$ cat config.mk
export PLATFORM = sky130hd
export DESIGN_NAME = ppl_fb_writer
export DESIGN_NICKNAME = d
export VERILOG_FILES = /design/src/rtl/ppl_fb_writer.sv
export SDC_FILE = /design/constraint.sdc
export NUM_CORES = 1
export LEC_CHECK = 0
export CAP_MARGIN = 40
export CORE_UTILIZATION = 40
export DETAILED_ROUTE_END_ITERATION = 10
export GPL_TIMING_DRIVEN = 0
export PLACE_DENSITY = 0.58
export SETUP_SLACK_MARGIN = 0.5
export SLEW_MARGIN = 20
export SYNTH_ARGS = -nofsm -noshare
export SYNTH_HDL_FRONTEND = slang
export SYNTH_SLANG_ARGS = --single-unit
$ cat constraint.sdc
create_clock -name clk_ppl -period 6 [get_ports clk_ppl]
set_clock_uncertainty 0.05 [all_clocks]
set_input_delay 1.2 -clock clk_ppl [delete_from_list [all_inputs] [get_ports clk_ppl]]
set_output_delay 1.2 -clock clk_ppl [all_outputs]
set_load 0.01 [all_outputs]
$ cat src/rtl/ppl_fb_writer.sv
// rtl/ppl_fb_writer.sv - ray-pipeline pixel sink: FIFO, texture fetch, skid, RGB565 frame-buffer writes
// Optional sky bypass for no-hit texels: define PPL_SKY_BYPASS_EN.
module ppl_fb_writer #(
    parameter int          H_DISP     = 1280,
    parameter int          V_DISP     = 720,
    parameter int          FIFO_DEPTH = 16,
    parameter logic [15:0] SKY_COLOR  = 16'h867D
) (
    input  logic        clk_ppl,
    input  logic        rst,
    input  logic        in_valid,
    input  logic [19:0] pixel_addr_in,
    input  logic [12:0] texture_addr_in,
    output logic        in_almost_full,
    output logic        overflow,
    output logic        tex_rd_en,
    output logic [12:0] tex_rd_addr,
    input  logic [15:0] tex_rd_data,
    output logic        fb_wr_valid,
    input  logic        fb_wr_ready,
    output logic [19:0] fb_wr_addr,
    output logic [15:0] fb_wr_data,
    output logic        frame_done
);

    localparam int          AW        = $clog2(FIFO_DEPTH);
    localparam int          CW        = AW + 1;
    localparam logic [19:0] LAST_ADDR = 20'(H_DISP * V_DISP - 1);

    logic [32:0]   mem [FIFO_DEPTH];
    logic [AW-1:0] wr_ptr;
    logic [AW-1:0] rd_ptr;
    logic [CW-1:0] count;

    logic [19:0] head_pix;
    logic [12:0] head_tex;
    logic        head_sky;
    logic        fifo_empty;
    logic        fifo_full;
    logic        push;
    logic        pop;
    logic        out_blocked;

    logic        s1_valid;
    logic [19:0] s1_addr;
    logic        s1_sky;
    logic [15:0] s1_data;
    logic        s1_to_skid;

    logic        sk_valid;
    logic [19:0] sk_addr;
    logic [15:0] sk_data;

    assign head_pix   = mem[rd_ptr][32:13];
    assign head_tex   = mem[rd_ptr][12:0];
    assign fifo_empty = (count == '0);
    assign fifo_full  = (count == CW'(FIFO_DEPTH));

`ifdef PPL_SKY_BYPASS_EN
    assign head_sky = (head_tex == 13'd0);
`else
    assign head_sky = 1'b0;
`endif

    assign out_blocked = fb_wr_valid && !fb_wr_ready;
    // Popping only when the skid is free guarantees the word read now always has a home.
    assign pop         = !fifo_empty && !sk_valid && !(s1_valid && out_blocked);
    assign push        = in_valid && (!fifo_full || pop);

    assign tex_rd_en   = pop && !head_sky;
    assign tex_rd_addr = tex_rd_en ? head_tex : 13'd0;

    assign s1_data     = s1_sky ? SKY_COLOR : tex_rd_data;
    assign s1_to_skid  = s1_valid && (out_blocked || sk_valid);

    assign in_almost_full = (count >= CW'(FIFO_DEPTH - 2));

    always_ff @(posedge clk_ppl) begin
        if (push) begin
            mem[wr_ptr] <= {pixel_addr_in, texture_addr_in};
        end
    end

    always_ff @(posedge clk_ppl or negedge rst) begin
        if (!rst) begin
            wr_ptr   <= '0;
            rd_ptr   <= '0;
            count    <= '0;
            overflow <= 1'b0;
        end else begin
            if (push) begin
                wr_ptr <= wr_ptr + AW'(1);
            end
            if (pop) begin
                rd_ptr <= rd_ptr + AW'(1);
            end
            if (push && !pop) begin
                count <= count + CW'(1);
            end else if (pop && !push) begin
                count <= count - CW'(1);
            end
            if (in_valid && !push) begin
                overflow <= 1'b1;
            end
        end
    end

    always_ff @(posedge clk_ppl or negedge rst) begin
        if (!rst) begin
            s1_valid    <= 1'b0;
            s1_addr     <= '0;
            s1_sky      <= 1'b0;
            sk_valid    <= 1'b0;
            sk_addr     <= '0;
            sk_data     <= '0;
            fb_wr_valid <= 1'b0;
            fb_wr_addr  <= '0;
            fb_wr_data  <= '0;
            frame_done  <= 1'b0;
        end else begin
            s1_valid <= pop;
            if (pop) begin
                s1_addr <= head_pix;
                s1_sky  <= head_sky;
            end

            // Skid has priority so arrival order is preserved.
            if (!out_blocked) begin
                if (sk_valid) begin
                    fb_wr_valid <= 1'b1;
                    fb_wr_addr  <= sk_addr;
                    fb_wr_data  <= sk_data;
                end else if (s1_valid) begin
                    fb_wr_valid <= 1'b1;
                    fb_wr_addr  <= s1_addr;
                    fb_wr_data  <= s1_data;
                end else begin
                    fb_wr_valid <= 1'b0;
                end
            end

            if (s1_to_skid) begin
                sk_valid <= 1'b1;
                sk_addr  <= s1_addr;
                sk_data  <= s1_data;
            end else if (!out_blocked && sk_valid) begin
                sk_valid <= 1'b0;
            end

            frame_done <= fb_wr_valid && fb_wr_ready && (fb_wr_addr == LAST_ADDR);
        end
    end

endmodule
==> results.txt, run 1 <==
Status: finished clean
CP Capture Type: output port
Mapped Avg Cell Area: 20.4 sq um
Mapped Area: 0.0249 sq mm
CP max FO: 11
Htree depth: 3
Number of max-cap violations: 0
Num ports: 107
N_diodes: 0
Clock Path Buffers: 3
Post-DR vias/cell: 5.36
Largest net degree at the start of global routing: 76
Syn nets: 1,283
Post-route DRC: 0
Slew @ Worst Pin: 0.751 ns
Minimum clock period: 5.26 ns
Peak VDD IR: 0.308 mV
Worst R2R End: count[4]
Total gr overflow: 0
Most used cell, CP: clkdlybuf4s50_1
Leakage: 0.0101 uW
Mapped Cells: 1,219
Net Sw Frac: 31.5%
Clk sinks: 638
DP Cell Count: 2,210
Initial Utilization: 40.4%
Initial drt markers: 938
Period utilisation layout: 87.6%
Count leader, synth: edfxtp_1
Internal power: 10,300 uW
CTS tree: built
Post-synth top area share: 63.7%
Top cells by count, synth: edfxtp_1, dfrtp_1, mux4_2
Area contributors post-synth: edfxtp_1, dfrtp_1, mux4_2, mux2_2, mux4_1
Cell Count, Final, Fillers Out: 2,332
Ys async rst share: 17.2%
Fin. Hold Viols: 0
Area of the die: 0.0632 sq mm
Power, Total: 15,000 uW
Die width: 251 um
EDFF count, synth: 528
FMAX: 0.190 GHz
Critical Path RT: 4.75 ns
Worst-skew pair later-pin latency: 0.60 ns
Layout Utilization: 48.8%
Worst R2R Setup Slack: 2.61 ns
Overall Global Routing Usage: 19.1%
Post-route ant nets: 0
Slowest CP cell: clkdlybuf4s50_1
Initial antenna violation count: 2
Final setup violation count: 0
Postcts setup bufs: 0
Comb pwr share: 34.2%
Synth area leader: edfxtp_1
Clock Pin Slew Worst Setup and Hold Paths: 0.06 ns
Critical Path, Cell by Cell: clkdlybuf4s50_1 > nor2b_2 > a21oi_2 > nand2_2 > inv_2 > clkbuf_2 > clkdlybuf4s50_1
FF-to-FF path depth: 11
CP Launch Point: fb_wr_ready
Ys flop type: edfxtp_1
Worst Setup Path Type: input pin to output port
Sw Pwr: 4730 uW
Crit start category: input pin
RSZ-0062 raised after global routing: no
CP endpoint: tex_rd_en
Buffers on Ports: 106
FF-to-FF Start: fb_wr_valid
Setup TNS: 0 ns
Unique masters post-synth: 42
TritonRoute pass-1 iters: 7
Clock power share: 26.6%
Vias in the first global route: 13,314
Routability cong.: 0.716
Global-route wire length before repair: 87.3 mm
Synthesized flop and latch total: 638
Hold WS: 0.416 ns
Worst stage delay on the critical path: 0.61 ns
Via Count: 12,491
Final slew viol count: 0
Seq pwr share: 39.2%
Max_slew headroom: 49.8%
Share of layout cells above drive strength 1: 26.4%
Post-detail-place hpwl: 37.7 mm
Syn-to-layout area delta: 20.8%
Synth Warn #: 0
Row count: 91
Post-synthesis sequential area ratio: 74.8%
Total CTS buffers: 67
Worst Hold Class: flip-flop to flip-flop
Total Wirelength: 58.6 mm
Pwr Density: 500 mW/mm^2
Final nets: 1,507
Die height: 251 um
Data arrival, critical path: 4.01 ns
Root Buffer: clkbuf_16
Core Footprint: 0.0616 sq mm
Wirelength per Cell: 25.1 um
per-layer routing:
| layer | track usage, % | vias up | share of wire, % |
|---|---|---|---|
| li1 | - | 5428 | - |
| met1 | 25.2 | 6631 | 43 |
| met2 | 32.5 | 340 | 50 |
| met3 | 3.70 | 88 | 4.6 |
| met4 | 5.16 | 4 | 2.1 |
| met5 | 0 | - | 0.039 |
layout make-up:
type                            instances  area (sq um)
Clock inverter                         27           198
Fill cell                            5092         31500
Timing Repair Buffer                  155          1910
Tap cell                              837          1050
Sequential cell                       638         18600
Buffer                                 69           412
Clock buffer                           94          1910
Inverter                                8          30.0
Multi-Input combinational cell        504          5940
critical path, delay by kind of cell:
family	cells	cell delay, ns
compound gates	1	0.44
simple gates	2	0.46
buf+inv	4	1.88
power by group through the flow:
stage,logic [uW],clock network (uW),registers [uW]
finish,5140,4000,5890
global route,5540,4240,5960
CTS,5230,4080,5890
detailed placement,5200,0,5980
global placement,4880,0,6000
floorplan,3160,0,5940
placed cells by master, fill, tap and decap left out, types with 5 or more instances in the layout:
cell | netlist | routed
a211oi_1 | 26 | 25
a21oi_1 | 58 | 58
buf_12 | 0 | 6
buf_16 | 0 | 18
buf_2 | 33 | 33
buf_4 | 5 | 20
buf_6 | 12 | 22
clkbuf_1 | 14 | 31
clkbuf_16 | 0 | 71
clkbuf_8 | 0 | 5
clkdlybuf4s50_1 | 0 | 105
clkinv_1 | 0 | 13
clkinv_2 | 0 | 10
dfrtp_1 | 110 | 110
edfxtp_1 | 528 | 528
ha_1 | 10 | 10
inv_1 | 7 | 7
mux2_2 | 56 | 56
mux2i_1 | 51 | 51
mux4_1 | 23 | 23
mux4_2 | 109 | 109
nand2_1 | 17 | 17
nand4_1 | 5 | 5
nor2_1 | 58 | 46
nor2_4 | 0 | 12
nor2b_1 | 13 | 13
o21ai_0 | 5 | 5
o22ai_1 | 25 | 25
o22ai_2 | 13 | 13
xnor2_1 | 8 | 8
stage by stage:
| step | setup slack (ns) | instance area, sq um |
|---|---|---|
| 2_1_floorplan | 1.32 | 24900 |
| 3_3_place_gp | -2.80 | 27000 |
| 3_5_place_dp | 0.374 | 27900 |
| 4_1_cts | 0.497 | 30000 |
| 5_1_grt | 0.598 | 30100 |
| 6_report | 0.743 | 30100 |
kinds of logic (layout without fill, tap and decap cells):
kind of cell / after synthesis / after routing / synth area share (%)
and+or+nand+nor: 112 / 112 / 2.10
AOI/OAI and AO/OA: 132 / 132 / 3.50
adders and majority gates: 11 / 11 / 0.584
DFF: 638 / 638 / 74.8
muxes: 239 / 239 / 16.9
xor gates and xnor gates: 10 / 10 / 0.352
buffers and inverters: 77 / 353 / 1.77
flip-flops by register name (all words and copies together) (netlist names), 4 cells and up:
signal	count
fb_wr_data	16
mem	528
fb_wr_addr	20
rd_ptr	4
count	5
wr_ptr	4
sk_data	16
s1_addr	20
sk_addr	20
worst min path at each step:
| stage | startpoint | end | slack [ns] | depth (start not counted) |
|---|---|---|---|---|
| global route | overflow | overflow | 0.45 | 1 |
| CTS | overflow | overflow | 0.42 | 1 |
| floorplan | count[4] | count[4] | 0.42 | 1 |
| finish | overflow | overflow | 0.42 | 1 |
| global placement | overflow | overflow | 0.40 | 1 |
| detailed placement | overflow | overflow | 0.40 | 1 |
what timing repair did:
item | CTS | global route
endpoints found under the setup margin | 2 | 3
hold buffers | 0 | 0
gates resized for setup | 2 | 1
Power figures use the tool's default switching activity.
==> inputs of run 2 (changes only) <==
--- a/config.mk
+++ b/config.mk
@@ -6,10 +6,11 @@
 export NUM_CORES = 1
 export LEC_CHECK = 0
 export CAP_MARGIN = 40
+export CORE_ASPECT_RATIO = 1.4
+export CORE_MARGIN = 2
 export CORE_UTILIZATION = 40
 export DETAILED_ROUTE_END_ITERATION = 10
 export GPL_TIMING_DRIVEN = 0
-export PLACE_DENSITY = 0.58
 export SETUP_SLACK_MARGIN = 0.5
 export SLEW_MARGIN = 20
 export SYNTH_ARGS = -nofsm -noshare
==> results.txt, run 2 (synthesis gave the netlist of run 1 again) <==
Status: finished clean
Initial drt markers: 1,061
Area of the die: 0.0642 sq mm
Slowest CP cell: clkdlybuf4s50_1
Global-route wire length before repair: 84.5 mm
Power, Total: 14,600 uW
Clock Path Buffers: 3
Htree depth: 2
FF-to-FF Start: fb_wr_valid
Hold-fix buffers, CTS: 0
Worst Setup Path Type: input pin to output port
Die height: 299 um
Initial antenna violation count: 3
Area after DPL: 0.0278 sq mm
Fin. Hold Viols: 0
Worst R2R Setup Slack: 2.80 ns
Routability cong.: 0.718
Max_slew headroom: 46.1%
PostCTS Resize Cnt: 0
Max reg flops: 528
Critical Path RT: 4.75 ns
CP delay by family, top: buffers and inverters
FF-to-FF path depth: 9
Clock Pin Slew Worst Setup and Hold Paths: 0.06 ns
Data arrival, critical path: 3.80 ns
Worst stage delay on the critical path: 0.66 ns
Die width: 215 um
CTS tree: built
CP Capture Type: output port
RSZ-0062 raised after global routing: no
Vias in the first global route: 13,125
CP max FO: 11
Wirelength per Cell: 24.7 um
Total gr overflow: 0
Row count: 108
TritonRoute pass-1 iters: 5
Worst-skew pair later-pin latency: 0.63 ns
Core Footprint: 0.0618 sq mm
Reg with most FFs: mem
Post-detail-place hpwl: 38.6 mm
Sw Pwr: 4620 uW
Root Buffer: clkbuf_16
Total Wirelength: 57.1 mm
Overall Global Routing Usage: 17.9%
Clock power share: 25.3%
Crit path depth: 7
Post-route DRC: 0
Postcts setup bufs: 0
Peak VDD IR: 0.246 mV
CP endpoint: tex_rd_en
Fin area: 0.0298 sq mm
Slew @ Worst Pin: 0.807 ns
Total CTS buffers: 61
Worst R2R End: mem[3][30]
Num ports: 107
Internal power: 10,000 uW
Minimum clock period: 5.05 ns
Worst path bufs/invs: 4
Pwr Density: 492 mW/mm^2
Buffers on Ports: 106
Leakage: 0.00992 uW
Syn-to-layout area delta: 19.6%
Commonest cells after routing, fill and taps aside: edfxtp_1, dfrtp_1, mux4_2, clkdlybuf4s50_1, clkbuf_16
Initial Utilization: 40.3%
Seq pwr share: 40.1%
CP Launch Point: fb_wr_ready
Share of layout cells above drive strength 1: 26.2%
Via Count: 12,287
Post-route ant nets: 0
Post-DR vias/cell: 5.33
Final slew viol count: 0
Largest net degree at the start of global routing: 71
Final nets: 1,497
FMAX: 0.198 GHz
Number of max-cap violations: 0
Clk sinks: 638
N_diodes: 0
Period utilisation layout: 84.1%
Worst Hold Class: flip-flop to flip-flop
Crit start category: input pin
Most common cell after layout, fill and taps aside: edfxtp_1
Net Sw Frac: 31.6%
Critical Path, Cell by Cell: clkdlybuf4s50_1 > nor2b_2 > a21oi_2 > nand2_2 > inv_2 > clkbuf_2 > clkdlybuf4s50_1
Final setup violation count: 0
Comb pwr share: 34.6%
Most used cell, CP: clkdlybuf4s50_1
run 2: stage by stage:
| step | hold slack, ns | utilization [%] | std cells | worst slack, ns | TNS, ns |
|---|---|---|---|---|---|
| global placement | 0.432 | 43.7 | 2150 | -2.40 | -548.77 |
| finish | 0.452 | 48.2 | 2307 | 0.951 | 0 |
| detailed placement | 0.443 | 45.0 | 2193 | 0.554 | 0 |
| CTS | 0.447 | 48.2 | 2305 | 0.550 | 0 |
| floorplan | 0.417 | - | 1219 | 1.32 | 0 |
| global route | 0.467 | 48.2 | 2307 | 0.721 | 0 |
run 2: power groups by stage:
stage / sequential [uW] / combinational, uW / clock (uW)
after global placement: 5990 / 4850 / 0
after detailed placement: 5970 / 5150 / 0
after CTS: 5880 / 5170 / 3790
after global routing: 5950 / 5460 / 3970
final: 5880 / 5060 / 3700
after floorplan: 5940 / 3160 / 0
run 2: routing by layer:
metal,track usage (%),part of all wire (%),vias to the layer above
met1,21.1,38,6446
met4,4.66,1.9,6
met5,0,0.067,-
li1,-,-,5411
met2,34.0,55,342
met3,2.83,4.7,82
run 2: layout make-up:
cell class	count	area, sq um
Buffer	69	410
Clock buffer	75	1620
Clock inverter	37	295
Fill cell	5109	32000
Inverter	8	30.0
Multi-Input combinational cell	504	5940
Sequential cell	638	18600
Tap cell	825	1030
Timing Repair Buffer	151	1830
run 2: worst min-delay path by stage:
stage	from	endpoint	slack (ns)	cells after the start
after floorplan	count[4]	count[4]	0.42	1
final	count[4]	count[4]	0.45	1
after global routing	rst	overflow	0.47	1
after global placement	overflow	overflow	0.43	1
after CTS	rst	count[3]	0.45	1
after detailed placement	sk_addr[9]	sk_addr[9]	0.44	1
